<file path="config.mk">
export PLATFORM = sky130hd
export DESIGN_NAME = ifid_skid_reg
export DESIGN_NICKNAME = d
export VERILOG_FILES = /design/src/rtl/ifid_skid_reg.sv
export SDC_FILE = /design/constraint.sdc
export NUM_CORES = 1
export LEC_CHECK = 0
export CAP_MARGIN = 20
export CELL_PAD_IN_SITES_DETAIL_PLACEMENT = 0
export CELL_PAD_IN_SITES_GLOBAL_PLACEMENT = 1
export CORE_ASPECT_RATIO = 0.8
export CORE_UTILIZATION = 36
export CTS_CLUSTER_DIAMETER = 30
export DETAILED_ROUTE_END_ITERATION = 16
export PLACE_DENSITY_LB_ADDON = 0.1
export SETUP_SLACK_MARGIN = 0.3
export SLEW_MARGIN = 20
export SYNTH_ARGS = -nofsm -noshare
export SYNTH_HDL_FRONTEND = slang
export SYNTH_SLANG_ARGS = --single-unit
</file>
<file path="constraint.sdc">
create_clock -name clk -period 2.7 [get_ports clk]
set_input_delay 0.81 -clock clk [delete_from_list [all_inputs] [get_ports clk]]
set_output_delay 0.81 -clock clk [all_outputs]
set_load 0.005 [all_outputs]
</file>
<file path="src/rtl/ifid_skid_reg.sv">
// IF/ID pipeline register with valid/ready handshake, 2-entry skid buffer, flush and
// registered MIPS field decode. Optional stall counter enabled by `define IFID_PERF_CNT_EN.
module ifid_skid_reg #(
   parameter int unsigned PC_W   = 32,
   parameter int unsigned INST_W = 32,  // field slicing assumes 32-bit MIPS encoding
   parameter int unsigned CNT_W  = 16
) (
   input  logic              clk,
   input  logic              rst,
   input  logic              in_valid,
   output logic              in_ready,
   input  logic [PC_W-1:0]   in_pc4,
   input  logic [INST_W-1:0] in_inst,
   input  logic              flush,
   output logic              out_valid,
   input  logic              out_ready,
   output logic [PC_W-1:0]   out_pc4,
   output logic [5:0]        op,
   output logic [4:0]        rs,
   output logic [4:0]        rt,
   output logic [4:0]        rd,
   output logic [4:0]        shamt,
   output logic [5:0]        funct,
   output logic [15:0]       imm
`ifdef IFID_PERF_CNT_EN
   ,
   output logic [CNT_W-1:0]  stall_cnt
`endif
);

   logic              main_valid_q, main_valid_d;
   logic              skid_valid_q, skid_valid_d;
   logic [PC_W-1:0]   main_pc4_q, main_pc4_d;
   logic [PC_W-1:0]   skid_pc4_q, skid_pc4_d;
   logic [INST_W-1:0] skid_inst_q, skid_inst_d;
   logic [5:0]        op_q, op_d;
   logic [4:0]        rs_q, rs_d;
   logic [4:0]        rt_q, rt_d;
   logic [4:0]        rd_q, rd_d;
   logic [4:0]        shamt_q, shamt_d;
   logic [5:0]        funct_q, funct_d;
   logic [15:0]       imm_q, imm_d;

   logic              in_fire;
   logic              out_fire;
   logic              load_main;
   logic              main_from_skid;
   logic              load_skid;
   logic              clear_main;
   logic [PC_W-1:0]   sel_pc4;
   logic [INST_W-1:0] sel_inst;

   // in_ready depends on state only, so out_ready never reaches fetch combinationally.
   assign in_ready  = !skid_valid_q;
   assign out_valid = main_valid_q;
   assign in_fire   = in_valid && in_ready;
   assign out_fire  = main_valid_q && out_ready;

   always_comb begin
      main_valid_d   = main_valid_q;
      skid_valid_d   = skid_valid_q;
      load_main      = 1'b0;
      main_from_skid = 1'b0;
      load_skid      = 1'b0;
      clear_main     = 1'b0;
      if (flush) begin
         main_valid_d = 1'b0;
         skid_valid_d = 1'b0;
         clear_main   = 1'b1;
      end else if (!main_valid_q) begin
         if (in_fire) begin
            main_valid_d = 1'b1;
            load_main    = 1'b1;
         end
      end else if (skid_valid_q) begin
         if (out_fire) begin
            load_main      = 1'b1;
            main_from_skid = 1'b1;
            skid_valid_d   = 1'b0;
         end
      end else if (out_fire) begin
         if (in_fire) begin
            load_main = 1'b1;
         end else begin
            main_valid_d = 1'b0;
         end
      end else if (in_fire) begin
         skid_valid_d = 1'b1;
         load_skid    = 1'b1;
      end
   end

   assign sel_pc4  = main_from_skid ? skid_pc4_q  : in_pc4;
   assign sel_inst = main_from_skid ? skid_inst_q : in_inst;

   always_comb begin
      main_pc4_d  = main_pc4_q;
      op_d        = op_q;
      rs_d        = rs_q;
      rt_d        = rt_q;
      rd_d        = rd_q;
      shamt_d     = shamt_q;
      funct_d     = funct_q;
      imm_d       = imm_q;
      skid_pc4_d  = skid_pc4_q;
      skid_inst_d = skid_inst_q;
      if (clear_main) begin
         // Flushed main presents a NOP encoding.
         main_pc4_d = '0;
         op_d       = '0;
         rs_d       = '0;
         rt_d       = '0;
         rd_d       = '0;
         shamt_d    = '0;
         funct_d    = '0;
         imm_d      = '0;
      end else if (load_main) begin
         main_pc4_d = sel_pc4;
         op_d       = sel_inst[31:26];
         rs_d       = sel_inst[25:21];
         rt_d       = sel_inst[20:16];
         rd_d       = sel_inst[15:11];
         shamt_d    = sel_inst[10:6];
         funct_d    = sel_inst[5:0];
         imm_d      = sel_inst[15:0];
      end
      if (load_skid) begin
         skid_pc4_d  = in_pc4;
         skid_inst_d = in_inst;
      end
   end

   always_ff @(posedge clk) begin
      if (rst) begin
         main_valid_q <= 1'b0;
         skid_valid_q <= 1'b0;
         main_pc4_q   <= '0;
         skid_pc4_q   <= '0;
         skid_inst_q  <= '0;
         op_q         <= '0;
         rs_q         <= '0;
         rt_q         <= '0;
         rd_q         <= '0;
         shamt_q      <= '0;
         funct_q      <= '0;
         imm_q        <= '0;
      end else begin
         main_valid_q <= main_valid_d;
         skid_valid_q <= skid_valid_d;
         main_pc4_q   <= main_pc4_d;
         skid_pc4_q   <= skid_pc4_d;
         skid_inst_q  <= skid_inst_d;
         op_q         <= op_d;
         rs_q         <= rs_d;
         rt_q         <= rt_d;
         rd_q         <= rd_d;
         shamt_q      <= shamt_d;
         funct_q      <= funct_d;
         imm_q        <= imm_d;
      end
   end

   assign out_pc4 = main_pc4_q;
   assign op      = op_q;
   assign rs      = rs_q;
   assign rt      = rt_q;
   assign rd      = rd_q;
   assign shamt   = shamt_q;
   assign funct   = funct_q;
   assign imm     = imm_q;

`ifdef IFID_PERF_CNT_EN
   logic [CNT_W-1:0] stall_cnt_q, stall_cnt_d;

   // Saturating count of stalled decode cycles; flush cycles are not counted.
   always_comb begin
      stall_cnt_d = stall_cnt_q;
      if (!flush && main_valid_q && !out_ready && (stall_cnt_q != {CNT_W{1'b1}})) begin
         stall_cnt_d = stall_cnt_q + 1'b1;
      end
   end

   always_ff @(posedge clk) begin
      if (rst) begin
         stall_cnt_q <= '0;
      end else begin
         stall_cnt_q <= stall_cnt_d;
      end
   end

   assign stall_cnt = stall_cnt_q;
`endif

endmodule

</file>
==> Flow_metrics.wiki, run 1 <==
{| class="wikitable"
! Metric !! Value
|-
| Worst Hold Path Cells || 2
|-
| Actual transition at the worst max-transition pin || 546 ps
|-
| Post-DRT Antenna Nets || 0
|-
| Arr. time, crit path || 1470 ps
|-
| Clock sinks || 130
|-
| Proportion of synthesized flip-flops having asynchronous set or reset || 0%
|-
| Total via count after detailed routing || 4902
|-
| Port-buffer cells || 150
|-
| Count of buffer and inverter cells on the critical path || 2
|-
| DRC || 0
|-
| Final number of max-transition violations || 0
|-
| Area added between synthesis and finish || 43.5%
|-
| Setup slack after placement || 101 ps
|-
| WL/cell || 14.8 um
|-
| Crit Path Max Fanout || 6
|-
| Setup repair after global routing missed its margin || no
|-
| TritonCTS clock tree || done
|-
| Critical Setup Path Class || reg2out
|-
| MaxCap Viol Count || 0
|-
| Detailed-placement wirelength estimate || 8.87 mm
|-
| Worst clock skew || 9.05 ps
|-
| Hold Vio Cnt, Final || 0
|-
| Die ar. || 0.0146 sq mm
|-
| Most common cell after layout, fill and taps aside || sky130_fd_sc_hd__nand2_1
|-
| Depth of the worst register-to-register path || 5
|-
| Netlist area before placement || 0.00508 sq mm
|-
| Remaining max-slew budget at the tightest pin || 63.6%
|-
| Layout cell share with drive strength beyond 1 || 6.80%
|-
| Worst flop-to-flop path endpoint || shamt[0]$_SDFFE_PP0P_
|-
| Fraction of the yosys area taken by sequential cells || 51.2%
|-
| Cells after synthesis || 666
|-
| Number of ports placed on the die boundary || 151
|-
| CTS buffer count || 17
|-
| Post-CTS setup buffer count || 0
|-
| Number of buffers on the longest clock path || 2
|-
| Mean instance size in the synthesized netlist || 7.63 sq um
|-
| Commonest cells after routing, fill and taps aside || 258 x sky130_fd_sc_hd__nand2_1, 149 x sky130_fd_sc_hd__clkdlybuf4s50_1, 130 x sky130_fd_sc_hd__dfxtp_1
|-
| Standby leakage power || 2.61 nW
|-
| Worst setup SP type || flip-flop
|-
| Power density over the cells || 659 mW/mm^2
|-
| Clock period minus worst slack || 2280 ps
|-
| F_max || 439 MHz
|-
| Slowest-stage cell, CP || sky130_fd_sc_hd__clkdlybuf4s50_1
|-
| Worst hold path type || reg2reg
|-
| Flops & latches, synth || 130
|-
| Cell Chain, Critical Path || inv_1, clkdlybuf4s50_1
|-
| Hold Path Origin || skid_pc4_q[5]$_SDFFE_PP0P_
|-
| Wire length of the first global-routing pass || 23.2 mm
|-
| # fillers || 1287
|-
| Weighted congestion at the end of routability-driven global placement || 0.750
|-
| FF-to-FF Start || skid_valid_q$_SDFFE_PP0P_
|-
| Number of levels the H-tree was split into || 4
|-
| Buffer cell driving the clock tree root || sky130_fd_sc_hd__clkbuf_16
|-
| Final TNS setup || 0 ps
|-
| Floorplan Core Area || 0.0137 sq mm
|-
| Hold Crit Endpoint || skid_pc4_q[5]$_SDFFE_PP0P_
|-
| Tot GR Track Use || 20.5%
|-
| Final WS setup || 424 ps
|-
| Total of cells resized after clock tree synthesis || 0
|-
| Number of antenna cells inserted || 0
|-
| Clock latency on the worst-skew pair || 410 ps
|-
| Final Net Count || 850
|-
| Flip-flop cell with the highest count after synthesis || sky130_fd_sc_hd__dfxtp_1
|-
| Register-to-register path setup slack || 990 ps
|-
| Die span in y || 108 um
|-
| Initial DRT Pass Iterations || 4
|-
| Highest ir drop seen on vdd || 476 uV
|-
| Area after DPL || 0.00666 sq mm
|-
| Crit share post-route || 84.3%
|-
| Sum of routed wire length over all layers || 14.4 mm
|-
| Nature of the critical path endpoint || output pin
|-
| Total global routing overflow || 0
|-
| Number of antenna violations at the first check in global routing || 0
|-
| Family with the most delay on the worst path || buffers and inverters
|-
| Post-synth EDFFs || 0
|-
| Yosys warnings || 0
|-
| Longest individual stage delay on the worst path || 570 ps
|-
| Maximum number of pins on one net before global-route repair || 95
|-
| Vias in the first global route || 4580
|-
| Number of vias per cell after detailed routing || 5.03
|-
| CTS clock-pin slew for the worst setup and hold paths || 50 ps
|-
| Number of standard-cell rows in the floorplan || 38
|-
| Critical Path RT || 1890 ps
|-
| Final-report setup violation count || 0
|-
| Sum of internal, switching and leakage power || 4.81 mW
|-
| Final design instance area without fill || 0.00730 sq mm
|-
| Library cells used by synthesis || 19
|-
| Post-synth net total || 735
|-
| CTS hold repair buffers || 0
|-
| Die Wd || 135 um
|-
| Status || completed
|-
| Initial core utilization || 37.1%
|-
| Initial DRC Count || 369
|}
## metrics by stage
step	hold WS, ps	util [%]	std cells
4_1_cts	455	53.3	974
6_report	452	53.3	974
5_1_grt	469	53.3	974
3_3_place_gp	442	48.6	942
2_1_floorplan	437	-	666
3_5_place_dp	447	48.6	942
## worst min-delay path: cells and delay by family (launching register included)
family / cells / cell delay, ps
flops: 1 / 300
simple gates: 1 / 50
compound gates: 1 / 50
## sequential cells by signal (all words and copies together), names as in the netlist
signal / count
skid_pc4_q: 32
funct: 5
out_pc4: 32
skid_inst_q: 32
imm: 2
rs: 5
out_valid: 1
rd: 5
op: 6
shamt: 4
rt: 5
skid_valid_q: 1
## how the worst max path moves through the flow
stage / start / endpoint / slack [ps] / cells after the start
after floorplan: flush / funct[0]$_SDFFE_PP0P_ / 760 / 6
after global placement: out_ready / out_pc4[4]$_SDFFE_PP0P_ / 170 / 6
after detailed placement: out_ready / imm[10]$_SDFFE_PP0P_ / 100 / 6
after CTS: skid_valid_q$_SDFFE_PP0P_ / in_ready / 420 / 2
after global routing: skid_valid_q$_SDFFE_PP0P_ / in_ready / 360 / 2
final: skid_valid_q$_SDFFE_PP0P_ / in_ready / 420 / 2
## per-layer routing
metal	share of wire [%]	vias to the layer above	GRT usage, %
met5	0	-	0
met4	1.0	0	7.46
met3	5.9	14	4.59
met2	47	131	33.8
met1	46	2297	26.2
li1	-	2460	-
## cell usage after synthesis (3+ instances only)
| cell | count | area, sq um |
|---|---|---|
| sky130_fd_sc_hd__nand2_1 | 258 | 968 |
| sky130_fd_sc_hd__o21ai_0 | 9 | 45.0 |
| sky130_fd_sc_hd__a21oi_1 | 65 | 325 |
| sky130_fd_sc_hd__buf_2 | 16 | 80.1 |
| sky130_fd_sc_hd__dfxtp_1 | 130 | 2600 |
| sky130_fd_sc_hd__buf_1 | 10 | 37.5 |
| sky130_fd_sc_hd__a31oi_1 | 64 | 400 |
| sky130_fd_sc_hd__o21ai_1 | 56 | 280 |
| sky130_fd_sc_hd__nor2_1 | 3 | 11.3 |
| sky130_fd_sc_hd__clkbuf_1 | 22 | 82.6 |
| sky130_fd_sc_hd__buf_4 | 22 | 165 |
## cells by family (layout without fill, tap and decap cells)
kind of cell,after synthesis,count (layout),share of synthesized area [%]
AOI/OAI and AO/OA,196,196,21.1
DFF,130,130,51.2
buffers and inverters,72,200,7.33
and+or+nand+nor,268,268,20.4
## layout make-up
class                   instances  area [sq um]  area share [%]
flip-flops and latches        130          2600            35.7
clock inverters                12           181            2.49
inverters                       2          7.51           0.103
multi-input cells             464          2130            29.2
well taps                     180           225            3.09
repair buffers                166          1690            23.2
clock buffers                  20           457            6.26
## power by group
part	leakage [nW]	switching, mW	internal, mW
clock	0.298	0.852	1.60
sequential	1.05	0.0263	1.96
combinational	1.25	0.167	0.204
total	2.61	1.05	3.76
Power figures use the tool's default switching activity.
==> run 2, diff against run 1 <==
--- a/config.mk
+++ b/config.mk
@@ -9,7 +9,7 @@
 export CELL_PAD_IN_SITES_DETAIL_PLACEMENT = 0
 export CELL_PAD_IN_SITES_GLOBAL_PLACEMENT = 1
 export CORE_ASPECT_RATIO = 0.8
-export CORE_UTILIZATION = 36
+export CORE_UTILIZATION = 30
 export CTS_CLUSTER_DIAMETER = 30
 export DETAILED_ROUTE_END_ITERATION = 16
 export PLACE_DENSITY_LB_ADDON = 0.1
==> constraint.sdc (replaced) <==
create_clock -name clk -period 2 [get_ports clk]
set_input_delay 0.6 -clock clk [delete_from_list [all_inputs] [get_ports clk]]
set_output_delay 0.6 -clock clk [all_outputs]
set_load 0.005 [all_outputs]
==> run 2 against run 1 <==
Critical path depth shrank 1. Highest routed layer unchanged. Register-to-register slack worse by 610 ps. Cell count is 7.1% higher. Worst setup slack worse by 53 ps. Clock skew fell by 2.6 ps. Power is 37% higher.
==> Flow_metrics.wiki, run 2 (same netlist as run 1, synthesis figures left out) <==
{| class="wikitable"
! Metric !! Value
|-
| Status || completed
|-
| Highest ir drop seen on vdd || 569 uV (+20%)
|-
| Vias in the first global route || 4956 (+8.2%)
|-
| Most common cell after layout, fill and taps aside || sky130_fd_sc_hd__nand2_1
|-
| CTS clock-pin slew for the worst setup and hold paths || 50 ps (about the same)
|-
| Share of power burned in registers || 40.8% (-0.6 points)
|-
| Post-DRT Antenna Nets || 0 (unchanged)
|-
| Floorplan Core Area || 0.0166 sq mm (+21%)
|-
| Worst Hold Path Cells || 2 (unchanged)
|-
| Die span in y || 118 um (+9.4%)
|-
| Crit Path Max Fanout || 6 (unchanged)
|-
| Port-buffer cells || 150 (unchanged)
|-
| Area after DPL || 0.00685 sq mm (+2.8%)
|-
| Buffer cell driving the clock tree root || sky130_fd_sc_hd__clkbuf_16
|-
| Die Wd || 148 um (+9.4%)
|-
| Arr. time, crit path || 1030 ps (-440 ps)
|-
| Worst setup SP type || flip-flop
|-
| Weighted congestion at the end of routability-driven global placement || 0.766 (+2.1%)
|-
| Power density over the cells || 854 mW/mm^2 (+30%)
|-
| Sum of routed wire length over all layers || 15.9 mm (+11%)
|-
| Clock period minus worst slack || 1630 ps
|-
| Number of standard-cell rows in the floorplan || 42 (+11%)
|-
| Switch Pwr || 1.40 mW (+34%)
|-
| Switching share of total power || 21.3% (-0.43 points)
|-
| Worst flop-to-flop path endpoint || out_pc4[25]$_SDFFE_PP0P_
|-
| Area added between synthesis and finish || 51.4%
|-
| MaxCap Viol Count || 0 (unchanged)
|-
| Cell Chain, Critical Path || dlygate4sd2_1
|-
| Initial DRT Pass Iterations || 4 (unchanged)
|-
| Number of levels the H-tree was split into || 4 (unchanged)
|-
| Number of vias per cell after detailed routing || 4.77 (-5.3%)
|-
| Register-to-register path setup slack || 380 ps (-610 ps)
|-
| Commonest cells after routing, fill and taps aside || 257 x sky130_fd_sc_hd__nand2_1, 95 x sky130_fd_sc_hd__dfxtp_1, 83 x sky130_fd_sc_hd__dlygate4sd2_1
|-
| Number of ports placed on the die boundary || 151 (unchanged)
|-
| Die ar. || 0.0175 sq mm (+20%)
|-
| Fin Hold WS || 454 ps (+1.27 ps)
|-
| Number of buffers on the longest clock path || 2 (unchanged)
|-
| Worst hold path type || reg2reg
|-
| Maximum number of pins on one net before global-route repair || 46 (-52%)
|-
| Number of non-filler instances in the completed layout || 1043 (+7.1%)
|-
| Actual transition at the worst max-transition pin || 544 ps (-1.39 ps)
|-
| Logic depth of the worst path, buffers included || 1 (-1)
|-
| Remaining max-slew budget at the tightest pin || 63.7% (+0.093 points)
|-
| Cell Int Power || 5.17 mW (+38%)
|-
| Hold Vio Cnt, Final || 0 (unchanged)
|-
| Count of buffer and inverter cells on the critical path || 1 (-1)
|-
| Clock latency on the worst-skew pair || 410 ps (about the same)
|-
| TritonCTS clock tree || done
|-
| Critical Setup Path Class || reg2out
|-
| Layout cell share with drive strength beyond 1 || 15.1% (+8.3 points)
|-
| Clock sinks || 130 (unchanged)
|-
| Depth of the worst register-to-register path || 7 (+2)
|-
| Number of antenna violations at the first check in global routing || 0 (unchanged)
|-
| Critical Path RT || 1400 ps (-490 ps)
|-
| Family with the most delay on the worst path || flip-flops
|-
| Hold Path Origin || skid_inst_q[25]$_SDFFE_PP0P_
|-
| Number of antenna cells inserted || 0 (unchanged)
|-
| Wire length of the first global-routing pass || 26.2 mm (+13%)
|-
| Number of placed cells counting well taps || 997 (+5.8%)
|-
| FF-to-FF Start || out_valid$_SDFF_PP0_
|-
| CTS hold repair buffers || 0 (unchanged)
|-
| Tot GR Track Use || 19.4% (-1.1 points)
|-
| Total via count after detailed routing || 4972 (+1.4%)
|-
| Nature of the critical path endpoint || output pin
|-
| Crit share post-route || 81.5%
|-
| Standby leakage power || 3.21 nW (+23%)
|-
| Longest individual stage delay on the worst path || 360 ps (-210 ps)
|-
| Initial core utilization || 30.7% (-6.4 points)
|-
| CTS buffer count || 17 (unchanged)
|-
| Setup repair after global routing missed its margin || yes
|-
| Initial DRC Count || 242 (-34%)
|-
| Relative contribution of combinational cells to total power || 8.5% (+0.8 points)
|-
| Slowest-stage cell, CP || sky130_fd_sc_hd__dfxtp_4
|-
| Final-report setup violation count || 0 (unchanged)
|-
| Final number of max-transition violations || 0 (unchanged)
|-
| DRC || 0 (unchanged)
|-
| WL/cell || 15.3 um (+3.5%)
|-
| Final Net Count || 879 (+3.4%)
|-
| Final design instance area without fill || 0.00770 sq mm (+5.5%)
|-
| Detailed-placement wirelength estimate || 9.52 mm (+7.3%)
|-
| Hold Crit Endpoint || skid_inst_q[25]$_SDFFE_PP0P_
|-
| Worst clock skew || 6.43 ps (-2.62 ps)
|-
| F_max || 614 MHz
|-
| Total global routing overflow || 0 (unchanged)
|-
| Share of power burned in the clock network || 50.7% (-0.2 points)
|-
| Share of the core filled with cells || 46.5% (-6.8 points)
|}
==> run 2: worst max path at each step <==
stage | start | endpoint | slack, ps
global route | out_ready | rt[4]$_SDFFE_PP0P_ | 290
floorplan | flush | rt[2]$_SDFFE_PP0P_ | 300
CTS | skid_valid_q$_SDFFE_PP0P_ | in_ready | 150
detailed placement | out_ready | out_pc4[15]$_SDFFE_PP0P_ | -250
finish | out_valid$_SDFF_PP0_ | out_valid | 370
global placement | out_ready | out_pc4[6]$_SDFFE_PP0P_ | -230
==> run 2: power groups by stage <==
stage | clock network (mW) | registers (mW) | logic, mW
2_1_floorplan | 0 | 2.74 | 0.195
3_3_place_gp | 0 | 2.74 | 0.545
3_5_place_dp | 0 | 2.74 | 0.547
4_1_cts | 3.41 | 2.69 | 0.553
5_1_grt | 3.54 | 2.69 | 0.611
6_report | 3.33 | 2.68 | 0.560
==> run 2: worst min-delay path, cell delays in order (launching register included) <==
cell                      delay (ps)
sky130_fd_sc_hd__dfxtp_1         300
sky130_fd_sc_hd__nand2_1          50
sky130_fd_sc_hd__a21oi_1          50
==> run 2: timing repair <==
action / in CTS / in global routing
gates resized for setup: 136 / 14
pin swaps: 0 / 2
gates cloned: 4 / 1
buffers inserted: 7 / 2
setup endpoints to repair: 210 / 34
hold endpoints to repair: 0 / 0
==> run 2: stage by stage <==
stage	power, mW	TNS, ps	setup slack (ps)
finish	6.57	0	371
global route	6.84	0	292
CTS	6.65	0	149
detailed placement	3.29	-26520	-250
global placement	3.28	-25180	-230
floorplan	2.93	0	304
==> run 2: layer usage <==
layer / wire length (um) / vias up / share of wire (%) / track usage (%)
met2: 7540 / 105 / 47 / 32.4
met5: 0 / - / 0 / 0
met1: 7680 / 2347 / 48 / 24.1
met4: 109 / 0 / 0.68 / 5.48
li1: - / 2514 / - / -
met3: 595 / 6 / 3.7 / 5.71
==> run 2: area by class of cell <==
type / instances / area, sq um
Clock buffer: 23 / 488
Clock inverter: 9 / 151
Timing Repair Buffer: 195 / 1980
Fill cell: 1626 / 8860
Tap cell: 220 / 275
Inverter: 2 / 7.51
Sequential cell: 130 / 2650
Multi-Input combinational cell: 464 / 2150
